File: src/rtl/ctrl_pipe_unit.sv
// MIPS control unit: ID decode into a control word, carried through ID/EX, EX/MEM and MEM/WB, with load-use stall and illegal-opcode trap.
// Latency: control reaches ex_* 1 cycle, mem_* 2 cycles and wb_* 3 cycles after ID.
// Backpressure: hold freezes every stage; a load-use stall or a flush injects a bubble into ID/EX.
module ctrl_pipe_unit #(
  parameter int OP_W       = 6,
  parameter int REG_W      = 5,
  parameter int ALUOP_W    = 3,
  parameter int EN_EXT_OPS = 1,
  parameter int CNT_W      = 8
) (
  input  logic               clk,
  input  logic               reset,
  input  logic               id_valid,
  input  logic [OP_W-1:0]    id_opcode,
  input  logic [REG_W-1:0]   id_rs,
  input  logic [REG_W-1:0]   id_rt,
  input  logic               ex_flush,
  input  logic               hold,
  output logic               stall,
  output logic [1:0]         ex_RegDst,
  output logic [ALUOP_W-1:0] ex_ALUOp,
  output logic               ex_ALUSrc,
  output logic               ex_Branch,
  output logic               ex_BranchNe,
  output logic               ex_Jump,
  output logic               ex_sign_or_zero,
  output logic               ex_MemRead,
  output logic               ex_MemWrite,
  output logic               ex_RegWrite,
  output logic [1:0]         ex_MemtoReg,
  output logic [REG_W-1:0]   ex_rt,
  output logic               mem_MemRead,
  output logic               mem_MemWrite,
  output logic               mem_RegWrite,
  output logic [1:0]         mem_MemtoReg,
  output logic               wb_RegWrite,
  output logic [1:0]         wb_MemtoReg,
  output logic               illegal_op,
  output logic [CNT_W-1:0]   illegal_cnt
);

  typedef struct packed {
    logic [1:0]         reg_dst;
    logic [ALUOP_W-1:0] alu_op;
    logic               alu_src;
    logic               branch;
    logic               branch_ne;
    logic               jump;
    logic               sign_or_zero;
    logic               mem_read;
    logic               mem_write;
    logic               reg_write;
    logic [1:0]         mem_to_reg;
  } ctrl_t;

  localparam logic [OP_W-1:0] OP_RTYPE = OP_W'(6'b000000);
  localparam logic [OP_W-1:0] OP_LW    = OP_W'(6'b100011);
  localparam logic [OP_W-1:0] OP_SW    = OP_W'(6'b101011);
  localparam logic [OP_W-1:0] OP_BEQ   = OP_W'(6'b000100);
  localparam logic [OP_W-1:0] OP_BNE   = OP_W'(6'b000101);
  localparam logic [OP_W-1:0] OP_J     = OP_W'(6'b000010);
  localparam logic [OP_W-1:0] OP_JAL   = OP_W'(6'b000011);
  localparam logic [OP_W-1:0] OP_ADDI  = OP_W'(6'b001000);
  localparam logic [OP_W-1:0] OP_ANDI  = OP_W'(6'b001100);
  localparam logic [OP_W-1:0] OP_ORI   = OP_W'(6'b001101);
  localparam logic [OP_W-1:0] OP_SLTI  = OP_W'(6'b001010);
  localparam logic [OP_W-1:0] OP_LUI   = OP_W'(6'b001111);

  localparam logic EXT_ON = (EN_EXT_OPS != 0);

  function automatic ctrl_t bubble_word();
    ctrl_t b;
    b              = '0;
    b.sign_or_zero = 1'b1;
    return b;
  endfunction

  ctrl_t            dec_word;
  logic             dec_illegal;
  logic             uses_rt;
  logic             stall_int;
  logic             kill;
  logic             load_dec;

  ctrl_t            idex_q;
  logic [REG_W-1:0] idex_rt_q;
  logic             exmem_mem_read_q;
  logic             exmem_mem_write_q;
  logic             exmem_reg_write_q;
  logic [1:0]       exmem_mem_to_reg_q;
  logic             memwb_reg_write_q;
  logic [1:0]       memwb_mem_to_reg_q;
  logic             illegal_op_q;
  logic [CNT_W-1:0] illegal_cnt_q;

  // Extended ops fall through to the illegal path when they are compiled out.
  always_comb begin
    dec_word    = bubble_word();
    dec_illegal = 1'b0;
    uses_rt     = 1'b0;
    case (id_opcode)
      OP_RTYPE: begin
        dec_word.reg_dst   = 2'b01;
        dec_word.alu_op    = ALUOP_W'(3'b010);
        dec_word.reg_write = 1'b1;
        uses_rt            = 1'b1;
      end
      OP_LW: begin
        dec_word.alu_src    = 1'b1;
        dec_word.mem_to_reg = 2'b01;
        dec_word.reg_write  = 1'b1;
        dec_word.mem_read   = 1'b1;
      end
      OP_SW: begin
        dec_word.alu_src   = 1'b1;
        dec_word.mem_write = 1'b1;
        uses_rt            = 1'b1;
      end
      OP_BEQ: begin
        dec_word.alu_op = ALUOP_W'(3'b001);
        dec_word.branch = 1'b1;
        uses_rt         = 1'b1;
      end
      OP_BNE: begin
        if (EXT_ON) begin
          dec_word.alu_op    = ALUOP_W'(3'b001);
          dec_word.branch    = 1'b1;
          dec_word.branch_ne = 1'b1;
          uses_rt            = 1'b1;
        end else begin
          dec_illegal = 1'b1;
        end
      end
      OP_J: begin
        dec_word.jump = 1'b1;
      end
      OP_JAL: begin
        dec_word.reg_dst    = 2'b10;
        dec_word.mem_to_reg = 2'b10;
        dec_word.reg_write  = 1'b1;
        dec_word.jump       = 1'b1;
      end
      OP_ADDI: begin
        dec_word.alu_op    = ALUOP_W'(3'b011);
        dec_word.alu_src   = 1'b1;
        dec_word.reg_write = 1'b1;
      end
      OP_ANDI, OP_ORI, OP_SLTI, OP_LUI: begin
        if (EXT_ON) begin
          dec_word.alu_src   = 1'b1;
          dec_word.reg_write = 1'b1;
          if (id_opcode == OP_ANDI) begin
            dec_word.alu_op       = ALUOP_W'(3'b100);
            dec_word.sign_or_zero = 1'b0;
          end else if (id_opcode == OP_ORI) begin
            dec_word.alu_op       = ALUOP_W'(3'b101);
            dec_word.sign_or_zero = 1'b0;
          end else if (id_opcode == OP_SLTI) begin
            dec_word.alu_op       = ALUOP_W'(3'b110);
          end else begin
            dec_word.alu_op       = ALUOP_W'(3'b111);
            dec_word.sign_or_zero = 1'b0;
          end
        end else begin
          dec_illegal = 1'b1;
        end
      end
      default: dec_illegal = 1'b1;
    endcase
  end

  // A flush in EX kills the ID instruction anyway, so it must not also stall.
  always_comb begin
    stall_int = id_valid & idex_q.mem_read & (idex_rt_q != '0) &
                ((idex_rt_q == id_rs) | (uses_rt & (idex_rt_q == id_rt))) &
                ~ex_flush;
    kill      = ex_flush | stall_int | ~id_valid;
    load_dec  = ~kill;
  end

  always_ff @(posedge clk or negedge reset) begin
    if (!reset) begin
      idex_q             <= bubble_word();
      idex_rt_q          <= '0;
      exmem_mem_read_q   <= 1'b0;
      exmem_mem_write_q  <= 1'b0;
      exmem_reg_write_q  <= 1'b0;
      exmem_mem_to_reg_q <= 2'b00;
      memwb_reg_write_q  <= 1'b0;
      memwb_mem_to_reg_q <= 2'b00;
      illegal_op_q       <= 1'b0;
      illegal_cnt_q      <= '0;
    end else if (!hold) begin
      if (kill) begin
        idex_q <= bubble_word();
      end else begin
        idex_q    <= dec_word;
        idex_rt_q <= id_rt;
      end
      exmem_mem_read_q   <= idex_q.mem_read;
      exmem_mem_write_q  <= idex_q.mem_write;
      exmem_reg_write_q  <= idex_q.reg_write;
      exmem_mem_to_reg_q <= idex_q.mem_to_reg;
      memwb_reg_write_q  <= exmem_reg_write_q;
      memwb_mem_to_reg_q <= exmem_mem_to_reg_q;
      illegal_op_q       <= load_dec & dec_illegal;
      if (load_dec && dec_illegal && (illegal_cnt_q != '1)) begin
        illegal_cnt_q <= illegal_cnt_q + CNT_W'(1);
      end
    end
  end

  assign stall           = stall_int;
  assign ex_RegDst       = idex_q.reg_dst;
  assign ex_ALUOp        = idex_q.alu_op;
  assign ex_ALUSrc       = idex_q.alu_src;
  assign ex_Branch       = idex_q.branch;
  assign ex_BranchNe     = idex_q.branch_ne;
  assign ex_Jump         = idex_q.jump;
  assign ex_sign_or_zero = idex_q.sign_or_zero;
  assign ex_MemRead      = idex_q.mem_read;
  assign ex_MemWrite     = idex_q.mem_write;
  assign ex_RegWrite     = idex_q.reg_write;
  assign ex_MemtoReg     = idex_q.mem_to_reg;
  assign ex_rt           = idex_rt_q;
  assign mem_MemRead     = exmem_mem_read_q;
  assign mem_MemWrite    = exmem_mem_write_q;
  assign mem_RegWrite    = exmem_reg_write_q;
  assign mem_MemtoReg    = exmem_mem_to_reg_q;
  assign wb_RegWrite     = memwb_reg_write_q;
  assign wb_MemtoReg     = memwb_mem_to_reg_q;
  assign illegal_op      = illegal_op_q;
  assign illegal_cnt     = illegal_cnt_q;

endmodule

File: config.mk
export PLATFORM = sky130hd
export DESIGN_NAME = ctrl_pipe_unit
export DESIGN_NICKNAME = d
export VERILOG_FILES = /design/src/rtl/ctrl_pipe_unit.sv
export SDC_FILE = /design/constraint.sdc
export NUM_CORES = 1
export LEC_CHECK = 0
export CORE_MARGIN = 1
export CORE_UTILIZATION = 49
export DETAILED_ROUTE_END_ITERATION = 12
export GPL_TIMING_DRIVEN = 0
export PLACE_DENSITY = 0.82
export SETUP_SLACK_MARGIN = 0.02
export SLEW_MARGIN = 20
export SYNTH_ARGS = -nofsm -noshare
export SYNTH_HDL_FRONTEND = slang
export SYNTH_SLANG_ARGS = --single-unit
File: constraint.sdc
create_clock -name clk -period 3.9 [get_ports clk]
set_clock_uncertainty 0.05 [all_clocks]
set_input_delay 0.39 -clock clk [delete_from_list [all_inputs] [get_ports clk]]
set_output_delay 0.39 -clock clk [all_outputs]
set_load 0.01 [all_outputs]
==> reports/results.txt <==
outcome -> finished clean
min Tclk post-route -> 3180 ps
multiplexer share of the synthesized area -> 0.0911
HPWL after detailed placement -> 3150 um
fill count -> 238
Worst Max-Slew Pin Slew -> 669 ps
final setup margin -> 718 ps
Row Count -> 21
CP endpoint kind -> output port
post-synthesis cell count -> 166
Slew Limit Fails -> 0
clk slew on worst S/H paths -> 70 ps
# DRC -> 0
Clock Sinks -> 37
Worst-Skew Late Latency -> 290 ps
area leader, netlist -> dfrtp_1
CP Class -> in -> out
Max clock buf depth -> 2
per-cell routed wire length -> 15.2 um
syn nets -> 188
first-pass GRT wire length -> 7390 um
critical path launch point type -> primary input
Antenna Cells -> 0
Hold WS -> 454 ps
Port Buffer Count -> 56
post-route setup TNS -> 0 ps
Synth Area in XOR/XNOR -> 0.0803
largest net degree at the start of global routing -> 26
Critical Path AT -> 2740 ps
Worst Hold Class -> reg -> reg
Compound-Gate Fraction of Synth Area -> 0.122
Synth Area in Adders -> 0.00675
Die Span Y -> 63.5 um
number of failing hold endpoints at the final stage -> 0
top-count cell post-synth -> dfrtp_1
ratio of cells with drive above 1 in the final layout -> 0.138
Worst path max stage delay -> 570 ps
antenna violations before repair -> 0
TritonCTS buffer count -> 5
global route overflow -> 0
WL final -> 4230 um
register area share after synthesis -> 0.500
vias in the first global route -> 1591
Initial Utilization -> 0.535
Final Net Count -> 253
Core Area -> 3470 um2
Fmax -> 314 MHz
CTS tree -> yes
Syn-to-layout area delta -> 39.9%
top-area cell type share of the netlist area -> 0.486
routability cong. -> 0.876
syn avg cell area -> 11.2 um2
antenna viol nets, final -> 0
leakage power figure -> 1.08 nW
worst r2r dst -> illegal_cnt[6]
worst-case setup slack after placement -> 751 ps
VDD IR max -> 0.000405 V
Die Area -> 4030 um2
top_reg_cell synth -> dfrtp_1
pwr dens -> 379 nW/um2
critical-path cell list -> clkdlybuf4s50_1 > clkbuf_1 > nand4_1 > a2111oi_0 > nor2_1 > nor2_1 > clkdlybuf4s50_1
r2r worst-path depth -> 7
Max-Cap Viols -> 0
crit-path max FO -> 10
origin of the critical flop-to-flop path -> ex_rt[1]
post-CTS setup buffers -> 0
EDFF count, synth -> 0
Slew HR -> 0.550
fin crit share -> 0.816
top post-synthesis cells by count -> dfrtp_1, mux2_2, nand2_1
hold path endpoint -> ex_RegDst[0]
mapped cell area -> 1850 um2
Async S/R FF share, synth -> 1.00
Die W -> 63.5 um
Yosys warnings -> 0
Vias/cell -> 5.78
Post-Layout Inst Area -> 2590 um2
final setup fails -> 0
Util after Layout -> 0.748
Synth area leaders -> dfrtp_1, mux2_2, xnor2_1
via count -> 1606
GRT Resource Usage Total -> 0.240
post-synth cell types -> 40
H-tree Lvls -> 2
Worst EP required -> 3460 ps
Seq cells post-synth -> 37
slowest CP cell -> a2111oi_0
Clk Tree Root Cell -> clkbuf_8
I/O pin total -> 59
RSZ-0062 raised after global routing -> no
R2R setup slack -> 1290 ps
DRT iter0 DRCs -> 48
DR pass1 iterations -> 4
largest family of logic cells by synthesized area -> simple AND/OR/NAND/NOR gates
Synth Area in Simple Gates -> 0.172
placed cell areas -> 2490 um2
hold_sp -> ex_RegDst[0]
WHS Path Cells -> 1
[cell families (layout without fill, tap and decap cells)]
kind of cell / after synthesis / after routing
XOR/XNOR: 17 / 17
adder cells (fa/ha/maj): 1 / 1
flip-flops: 37 / 37
AND/OR/NAND/NOR: 56 / 56
multiplexers: 15 / 15
buffers and inverters: 12 / 78
AO/OA/AOI/OAI: 28 / 28
[worst max-delay path: cells and delay by family]
kind                   cells  cell delay, ps
AO/OA/AOI/OAI              1             570
buffers and inverters      3            1390
AND/OR/NAND/NOR            3             400
[routing by layer]
metal | track usage | wire, um | vias up | share of wire
li1 | - | - | 733 | -
met1 | 0.289 | 1770 | 805 | 0.42
met2 | 0.394 | 2110 | 60 | 0.50
met3 | 0.0761 | 262 | 8 | 0.062
met4 | 0.0994 | 80 | 0 | 0.019
met5 | 0 | 0 | - | 0
[stage by stage]
stage | power [mW] | cells
floorplan | 0.581 | 166
global placement | 0.705 | 268
CTS | 0.991 | 278
global route | 1.04 | 278
detailed placement | 0.717 | 269
finish | 0.982 | 278
[layout make-up]
type                            instances  area [um2]  share of cell area
Sequential cell                        37         927               0.357
Multi-Input combinational cell        117         876               0.338
Timing Repair Buffer                   58         593               0.229
Clock buffer                            8        90.1              0.0347
Tap cell                               46        57.6              0.0222
Buffer                                 10        43.8              0.0169
Inverter                                2        7.51             0.00289
[power breakdown]
group	switching [mW]	internal (mW)
logic	0.105	0.138
registers	0.0492	0.422
clock network	0.125	0.144
total	0.278	0.704
[cell usage in the layout, fill, tap and decap left out, types with 2 or more instances in the layout]
cell type and instances:
or4_1 3, nor3_1 3, mux2_1 2, a22o_1 5, nand4_1 2, xnor2_1 9
nor2b_1 6, nand3_1 4, nor3_2 2, clkbuf_8 6, o31ai_1 2, nand2_1 12
inv_1 2, nand2b_1 3, nor2_1 11, dfrtp_1 36, a21oi_1 4, o21ai_0 3
mux2_2 13, nor4_1 4, xor2_1 8, a32o_1 6, clkdlybuf4s50_1 55, clkbuf_1 9
buf_2 3
[sequential cells by signal, summed over array words and instances (netlist names)]
name / cells
ex_ALUOp: 3
ex_ALUSrc: 1
ex_Branch: 1
ex_BranchNe: 1
ex_Jump: 1
ex_MemRead: 1
ex_MemWrite: 1
ex_MemtoReg: 2
ex_RegDst: 2
ex_RegWrite: 1
ex_rt: 5
ex_sign_or_zero: 1
illegal_cnt: 8
illegal_op: 1
mem_MemRead: 1
mem_MemWrite: 1
mem_MemtoReg: 2
mem_RegWrite: 1
wb_MemtoReg: 2
wb_RegWrite: 1
[worst max path at each step]
stage,depth (start not counted),slack [ps],start,to
after floorplan,7,1390,ex_rt[1],illegal_cnt[6]
after global placement,7,790,id_opcode[2],stall
after detailed placement,7,750,id_opcode[0],stall
after CTS,7,720,id_opcode[0],stall
after global routing,7,530,id_opcode[0],stall
final,7,720,id_opcode[0],stall
[timing repair]
| item | 4_1_cts | 5_1_grt |
|---|---|---|
| hold endpoints to repair | 12 | 0 |
| hold buffers | 1 | 0 |
| resized for setup | 0 | 0 |
Note: power is estimated with default switching activity, not from simulation.
